File: src/rtl/pong_pkg.sv
// Shared constants and types for the pong video pipeline.
// The pixel router and its neighbours import this package.
package pong_pkg;

    localparam int PIX_W    = 12;
    localparam int H_ACTIVE = 640;
    localparam int V_ACTIVE = 480;

    // Wide enough to count every pixel of one active frame.
    localparam int FRAME_CNT_W = $clog2(H_ACTIVE * V_ACTIVE);

    localparam logic [PIX_W-1:0] BLANK_RGB = 12'h000;

    typedef enum logic [1:0] {
        WAIT_FRAME = 2'd0,
        RUN_A      = 2'd1,
        RUN_B      = 2'd2
    } state_e;

endpackage

File: src/rtl/pixel_demux_if.sv
// Pixel stream bundle: one source on the inputs, two sinks on the outputs.
// master drives the source side; slave is the router.
interface pixel_demux_if import pong_pkg::*; #(parameter int WIDTH = PIX_W);

    logic [WIDTH-1:0] in_rgb;
    logic             in_valid;
    logic             frame_start;
    logic [WIDTH-1:0] outA;
    logic             outA_valid;
    logic [WIDTH-1:0] outB;
    logic             outB_valid;

    modport master (
        output in_rgb, in_valid, frame_start,
        input  outA, outA_valid, outB, outB_valid
    );

    modport slave (
        input  in_rgb, in_valid, frame_start,
        output outA, outA_valid, outB, outB_valid
    );

endinterface

File: src/rtl/pixel_demux_sat_counter.sv
// Saturating up-counter with synchronous clear; clear and increment together
// loads 1 so the first event of a new window is counted.
module sat_counter #(
    parameter int W = 19
) (
    input  logic         clk,
    input  logic         rst,
    input  logic         clr,
    input  logic         inc,
    output logic [W-1:0] count
);

    logic [W-1:0] count_d;
    logic [W-1:0] count_q;

    // NOTE: assign every always_comb output up front so no path can infer a latch.
    always_comb begin
        count_d = count_q;
        if (clr) begin
            count_d = inc ? W'(1) : '0;
        end else if (inc && (count_q != '1)) begin
            count_d = count_q + 1'b1;
        end
    end

    // NOTE: flops take non-blocking assignments so every register samples pre-edge values.
    always_ff @(posedge clk) begin
        if (rst) begin
            count_q <= '0;
        end else begin
            count_q <= count_d;
        end
    end

    assign count = count_q;

endmodule

File: src/rtl/pixel_demux.sv
// Frame-synchronous 1:2 pixel router; route changes take effect only at
// frame_start, and each sink's per-frame pixel count is reported.
module pixel_demux import pong_pkg::*; #(
    parameter int               WIDTH = PIX_W,
    parameter logic [WIDTH-1:0] BLANK = BLANK_RGB,
    parameter int               CNT_W = FRAME_CNT_W
) (
    input  logic             clk,
    input  logic             rst,
    pixel_demux_if.slave     bus,
    input  logic             sel_req,
    output logic             sel_active,
    output logic             pending,
    output logic [CNT_W-1:0] cntA,
    output logic [CNT_W-1:0] cntB
);

    state_e           state_d, state_q;
    logic [WIDTH-1:0] out_a_d, out_a_q;
    logic [WIDTH-1:0] out_b_d, out_b_q;
    logic             out_a_valid_d, out_a_valid_q;
    logic             out_b_valid_d, out_b_valid_q;
    logic             sel_active_d, sel_active_q;
    logic             pending_d, pending_q;
    logic             running;
    logic             inc_a, inc_b;

    // The frame_start cycle already uses the new route for its own pixel.
    always_comb begin
        state_d = state_q;
        if (bus.frame_start) begin
            state_d = sel_req ? RUN_B : RUN_A;
        end

        running       = (state_d != WAIT_FRAME);
        inc_a         = bus.in_valid && (state_d == RUN_A);
        inc_b         = bus.in_valid && (state_d == RUN_B);
        out_a_d       = inc_a ? bus.in_rgb : BLANK;
        out_b_d       = inc_b ? bus.in_rgb : BLANK;
        out_a_valid_d = inc_a;
        out_b_valid_d = inc_b;
        sel_active_d  = (state_d == RUN_B);
        pending_d     = running && (sel_req != sel_active_d);
    end

    always_ff @(posedge clk) begin
        if (rst) begin
            state_q       <= WAIT_FRAME;
            out_a_q       <= BLANK;
            out_b_q       <= BLANK;
            out_a_valid_q <= 1'b0;
            out_b_valid_q <= 1'b0;
            sel_active_q  <= 1'b0;
            pending_q     <= 1'b0;
        end else begin
            state_q       <= state_d;
            out_a_q       <= out_a_d;
            out_b_q       <= out_b_d;
            out_a_valid_q <= out_a_valid_d;
            out_b_valid_q <= out_b_valid_d;
            sel_active_q  <= sel_active_d;
            pending_q     <= pending_d;
        end
    end

    sat_counter #(.W(CNT_W)) u_cnt_a (
        .clk   (clk),
        .rst   (rst),
        .clr   (bus.frame_start),
        .inc   (inc_a),
        .count (cntA)
    );

    sat_counter #(.W(CNT_W)) u_cnt_b (
        .clk   (clk),
        .rst   (rst),
        .clr   (bus.frame_start),
        .inc   (inc_b),
        .count (cntB)
    );

    assign bus.outA       = out_a_q;
    assign bus.outA_valid = out_a_valid_q;
    assign bus.outB       = out_b_q;
    assign bus.outB_valid = out_b_valid_q;
    assign sel_active     = sel_active_q;
    assign pending        = pending_q;

endmodule

File: src/flat_wrapper.sv
// flat-port wrapper written by rule: the top's interface ports become plain ports
module pixel_demux_flat import pong_pkg::*;
#(
    parameter int               WIDTH = PIX_W,
    parameter logic [WIDTH-1:0] BLANK = BLANK_RGB,
    parameter int               CNT_W = FRAME_CNT_W
)
  (clk, rst, sel_req, sel_active, pending, cntA, cntB, bus_in_rgb, bus_in_valid, bus_frame_start, bus_outA, bus_outA_valid, bus_outB, bus_outB_valid);
  pixel_demux_if #(.WIDTH(WIDTH)) bus_i ();
  input  logic clk;
  input  logic rst;
  input  logic sel_req;
  output logic sel_active;
  output logic pending;
  output logic [CNT_W-1:0] cntA;
  output logic [CNT_W-1:0] cntB;
  input wire logic [$bits(bus_i.in_rgb)-1:0] bus_in_rgb;
  input wire logic [$bits(bus_i.in_valid)-1:0] bus_in_valid;
  input wire logic [$bits(bus_i.frame_start)-1:0] bus_frame_start;
  output wire logic [$bits(bus_i.outA)-1:0] bus_outA;
  output wire logic [$bits(bus_i.outA_valid)-1:0] bus_outA_valid;
  output wire logic [$bits(bus_i.outB)-1:0] bus_outB;
  output wire logic [$bits(bus_i.outB_valid)-1:0] bus_outB_valid;
  assign bus_i.in_rgb = bus_in_rgb;
  assign bus_i.in_valid = bus_in_valid;
  assign bus_i.frame_start = bus_frame_start;
  assign bus_outA = bus_i.outA;
  assign bus_outA_valid = bus_i.outA_valid;
  assign bus_outB = bus_i.outB;
  assign bus_outB_valid = bus_i.outB_valid;
  pixel_demux #(.WIDTH(WIDTH), .BLANK(BLANK), .CNT_W(CNT_W)) u_core (.clk(clk), .rst(rst), .bus(bus_i), .sel_req(sel_req), .sel_active(sel_active), .pending(pending), .cntA(cntA), .cntB(cntB));
endmodule
File: config.mk
export PLATFORM = sky130hd
export DESIGN_NAME = pixel_demux_flat
export DESIGN_NICKNAME = d
export VERILOG_FILES = /design/src/rtl/pong_pkg.sv /design/src/rtl/pixel_demux_if.sv /design/src/rtl/pixel_demux_sat_counter.sv /design/src/rtl/pixel_demux.sv /design/src/flat_wrapper.sv
export SDC_FILE = /design/constraint.sdc
export NUM_CORES = 1
export LEC_CHECK = 0
export BUFFER_PORTS_ARGS = -buffer_cell sky130_fd_sc_hd__buf_2
export CAP_MARGIN = 20
export CORE_MARGIN = 3
export CORE_UTILIZATION = 45
export CTS_BUF_LIST = sky130_fd_sc_hd__clkbuf_8
export DETAILED_ROUTE_END_ITERATION = 6
export PLACE_DENSITY = 0.7
export SLEW_MARGIN = 20
export SYNTH_ARGS = -nofsm -noshare
export SYNTH_HDL_FRONTEND = slang
export SYNTH_SLANG_ARGS = --single-unit
File: constraint.sdc
create_clock -name clk -period 1.57 [get_ports clk]
set_input_delay 0.157 -clock clk [delete_from_list [all_inputs] [get_ports clk]]
set_output_delay 0.157 -clock clk [all_outputs]
set_load 0.03 [all_outputs]
==> summary.md <==
| Metric | Value |
|---|---|
| Status | finished, violations left |
| Failing checks | negative setup slack |
| Reg-to-Reg Start | u_core.u_cnt_a.count[12] |
| Overall global routing resource usage | ~23% |
| Hpwl dp | 6422 um |
| First-pass GRT wire length | 13920 um |
| Period minus WS final | between 1.5 and 2 ns |
| Top cells by area, synth | dfxtp_1 (44%), mux2i_1 (6.1%), nand2_1 (4.8%), and3_1 (3.4%), or3_1 (3.4%) |
| Crit-path most repeated cell | nand4_1 |
| Largest net degree at the start of global routing | 25 |
| Placed cell area | about 0.0042 sq mm |
| Chip width | slightly below 90 um |
| Clock Tree Root | clkbuf_8 |
| Syn Inst Count | 337 |
| Synthesized area per cell | 9.234 sq um |
| Synthesized cell area | 0.003112 sq mm |
| Number of diodes | 0 |
| Placed Cells | 549 |
| Worst Path Max Fanout | 5 |
| H-tree depth | 3 |
| Syn Nets | approximately 360 |
| Clock sink count | 68 |
| Fin. max-slew vios | 0 |
| Initial antenna violation count | 0 |
| Total CTS buffers | 9 |
| Synth area leader | dfxtp_1 |
| Setup violations, final | 15 |
| Final count of hold timing violations | 0 |
| FF+latch count, synth | 68 |
| Cell variety after synth | 53 |
| Clk_lat worst skew | 0.36 ns |
| Core Box Area | 0.006531 sq mm |
| RSZ-0062 raised after global routing | true |
| Worst Setup End Kind | flop |
| R2R cell count | 5 |
| Max-Cap Viols | 0 |
| Top Ports | 83 |
| DRC viols | 0 |
| Commonest non-fill, non-tap cell in the layout | buf_2 |
| Worst Hold Depth | 2 |
| Post-Route WL | 9283 um |
| Top cell type's share of synthesized area | 43.75% |
| EDFF count, synth | 0 |
| Async S/R FF share, synth | 0% |
| Reg2reg setup slack | -0.06 ns |
| Worst-case clock buffer depth | 2 |
| Pwr/cell area | 733.0 mW/mm^2 |
| Synth Area in Adders | 0.8042% |
| Crit-path cells | nand4_1 -> buf_4 -> or4_4 -> nand4_1 -> mux2i_1 |
| Mux cell area share after synthesis | 6.112% |
| Final net count | 514 |
| DR iter-0 viols | 145 |
| Setup Skew | 0.01449 ns |
| Yosys warns | 0 |
| Max-Slew Margin vs Limit | 61.54% |
| Antenna-violating nets left | 0 |
| HP Class | input pin to flop |
| Syn-to-layout area delta | 50.62% |
| Synth Area in Compound Gates | 16.37% |
| Worst Setup EP | u_core.u_cnt_a.count[15] |
| Fin crit share | 103.7% |
| Final std cells w/o fill | 577 |
| Initial Util | between 40 and 50% |
| Arrival time worst endpoint | between 1.5 and 2 ns |
| CP Launch Point | u_core.u_cnt_a.count[12] |
| Layout cells sized above 1 | 51.40% |
| Die footprint | 0.007949 sq mm |
| Vias per cell | 5.581 |
| Chip Height | 89.16 um |
| DR WL/cell | ~16 um |
| Via Count | 3220 |
| Max Clk Rate | 614.0 MHz |
| Crit path largest cell delay | 0.52 ns |
| Port Buffers | 82 |
| Post-cts hold buffer count | 0 |
| Vias in the first global route | 2956 |
| Placer congestion estimate | 0.8873 |
| CP required | approximately 1.8 ns |
| R2r endpoint | u_core.u_cnt_a.count[15] |
| Maximum VDD drop | 0.6017 mV |
| Leakage | 2.086 nW |
| Most used DFF post-synth | dfxtp_1 |
| Clock-pin slew on the worst setup and hold paths | about 0.09 ns |
| Sequential-to-total area share from yosys stat | 43.75% |
| Final worst slack | -0.05861 ns |
| Fin area | between 0.004 and 0.005 sq mm |
| Total congestion overflow | 0 |
| Actual slew at the worst max-slew pin | 0.5762 ns |
| DR pass1 iterations | 5 |
| Setup CP Type | flop to flop |
| Critical Path Slowest Stage Cell | or4_4 |
| XOR/XNOR share of the synthesized area | 0% |
| Most frequent cells in the layout | buf_2 (82), buf_4 (79), nand2_1 (38), dfxtp_1 (34), dfxtp_4 (22) |
| Largest family of logic cells by synthesized area | simple AND/OR/NAND/NOR gates |
| FP Rows | 29 |
| Synth Area in Simple Gates | between 20% and 30% |
| Type of origin of the critical path | flop |
| TritonCTS clock tree | yes |
[worst max-delay path, delay by kind of cell, from the launching register on]
kind | cells | cell delay [ns]
buf+inv | 1 | 0.18
flops | 1 | 0.35
mux | 1 | 0.20
simple gates | 3 | 0.80
[repair_timing]
action / in CTS / in global routing
buffers inserted: 4 / 7
cloned: 0 / 1
setup endpoints to repair: 30 / 45
gates resized for setup: 15 / 30
pin swaps: 10 / 19
[metal layers]
layer  GRT usage (%)  vias up  routed length (um)
li1                -     1574                   -
met2           38.85       95                4738
met3           5.346       12                 490
met5               0        -                   0
met1           27.20     1539                3957
met4           9.066        0                  97
[cell usage after synthesis, drive strengths merged (3+ instances only)]
cell and n:
nor2 10, o2111ai 3, a31oi 5, and2 15, buf 4, o41ai 3, o211ai 3, o31ai 4
or3 17, a211oi 11, dfxtp 68, mux2i 19, o21ai 7, a211o 3, and3 17, nand3 11
and4 4, nand4 7, a21oi 18, inv 8, nor4 5, a2111oi 3, nor3 4, nand2 40
or4 8, clkbuf 15
[power by group]
part | total [W] | switching, W | leakage, nW | internal, W
logic | 0.000270 | 0.000166 | 1.41 | 0.000104
clock network | 0.00144 | 0.000714 | 0.105 | 0.000729
registers | 0.00172 | 0.0000107 | 0.573 | 0.00171
[kinds of logic (layout without fill, tap and decap cells)]
| family | after synthesis | count (layout) |
|---|---|---|
| compound gates | 70 | 70 |
| fa+ha+maj | 2 | 2 |
| buf+inv | 27 | 190 |
| flops | 68 | 68 |
| mux | 19 | 19 |
| simple gates | 151 | 151 |
[metrics by stage]
| stage | TNS [ns] | util [%] | setup slack (ns) | power [W] | hold WS [ns] |
|---|---|---|---|---|---|
| after global placement | -0.1476 | 64.33 | -0.04715 | 0.002012 | 0.3674 |
| final | -0.2731 | 71.76 | -0.05861 | 0.003436 | 0.01472 |
| after CTS | -0.05745 | 69.12 | -0.03022 | 0.003442 | 0.002577 |
| after detailed placement | -0.7568 | 64.33 | -0.1221 | 0.002020 | 0.3701 |
| after global routing | -2.087 | 71.76 | -0.1126 | 0.003565 | 0.003474 |
| after floorplan | -0.6493 | - | -0.07288 | 0.001913 | 0.2787 |
[registers in the layout, summed over array words and instances (netlist names)]
signal / cells
u_core.bus.outB: 12
u_core.u_cnt_a.count: 19
u_core.bus.outA: 12
u_core.state_q: 2
u_core.bus.outB_valid: 1
u_core.u_cnt_b.count: 19
u_core.pending: 1
u_core.sel_active: 1
u_core.bus.outA_valid: 1
[area by class of cell]
type	count	area (sq um)
multi-input cells	242	1851
fillers	510	1844
flip-flops and latches	68	1459
repair buffers	166	1060
clock buffers	9	123.9
well taps	77	96.34
clock inverters	7	67.56
inverters	8	30.03
[how the worst min path moves through the flow]
| stage | startpoint | end | slack, ns |
|---|---|---|---|
| floorplan | bus_in_rgb[0] | u_core.bus.outA[0] | 0.28 |
| global placement | bus_in_rgb[11] | u_core.bus.outA[11] | 0.37 |
| detailed placement | bus_in_rgb[7] | u_core.bus.outA[7] | 0.37 |
| CTS | bus_in_rgb[1] | u_core.bus.outA[1] | 0.003 |
| global route | bus_in_rgb[9] | u_core.bus.outA[9] | 0.003 |
| finish | bus_in_rgb[10] | u_core.bus.outA[10] | 0.01 |
(Power assumes the default switching activity.)
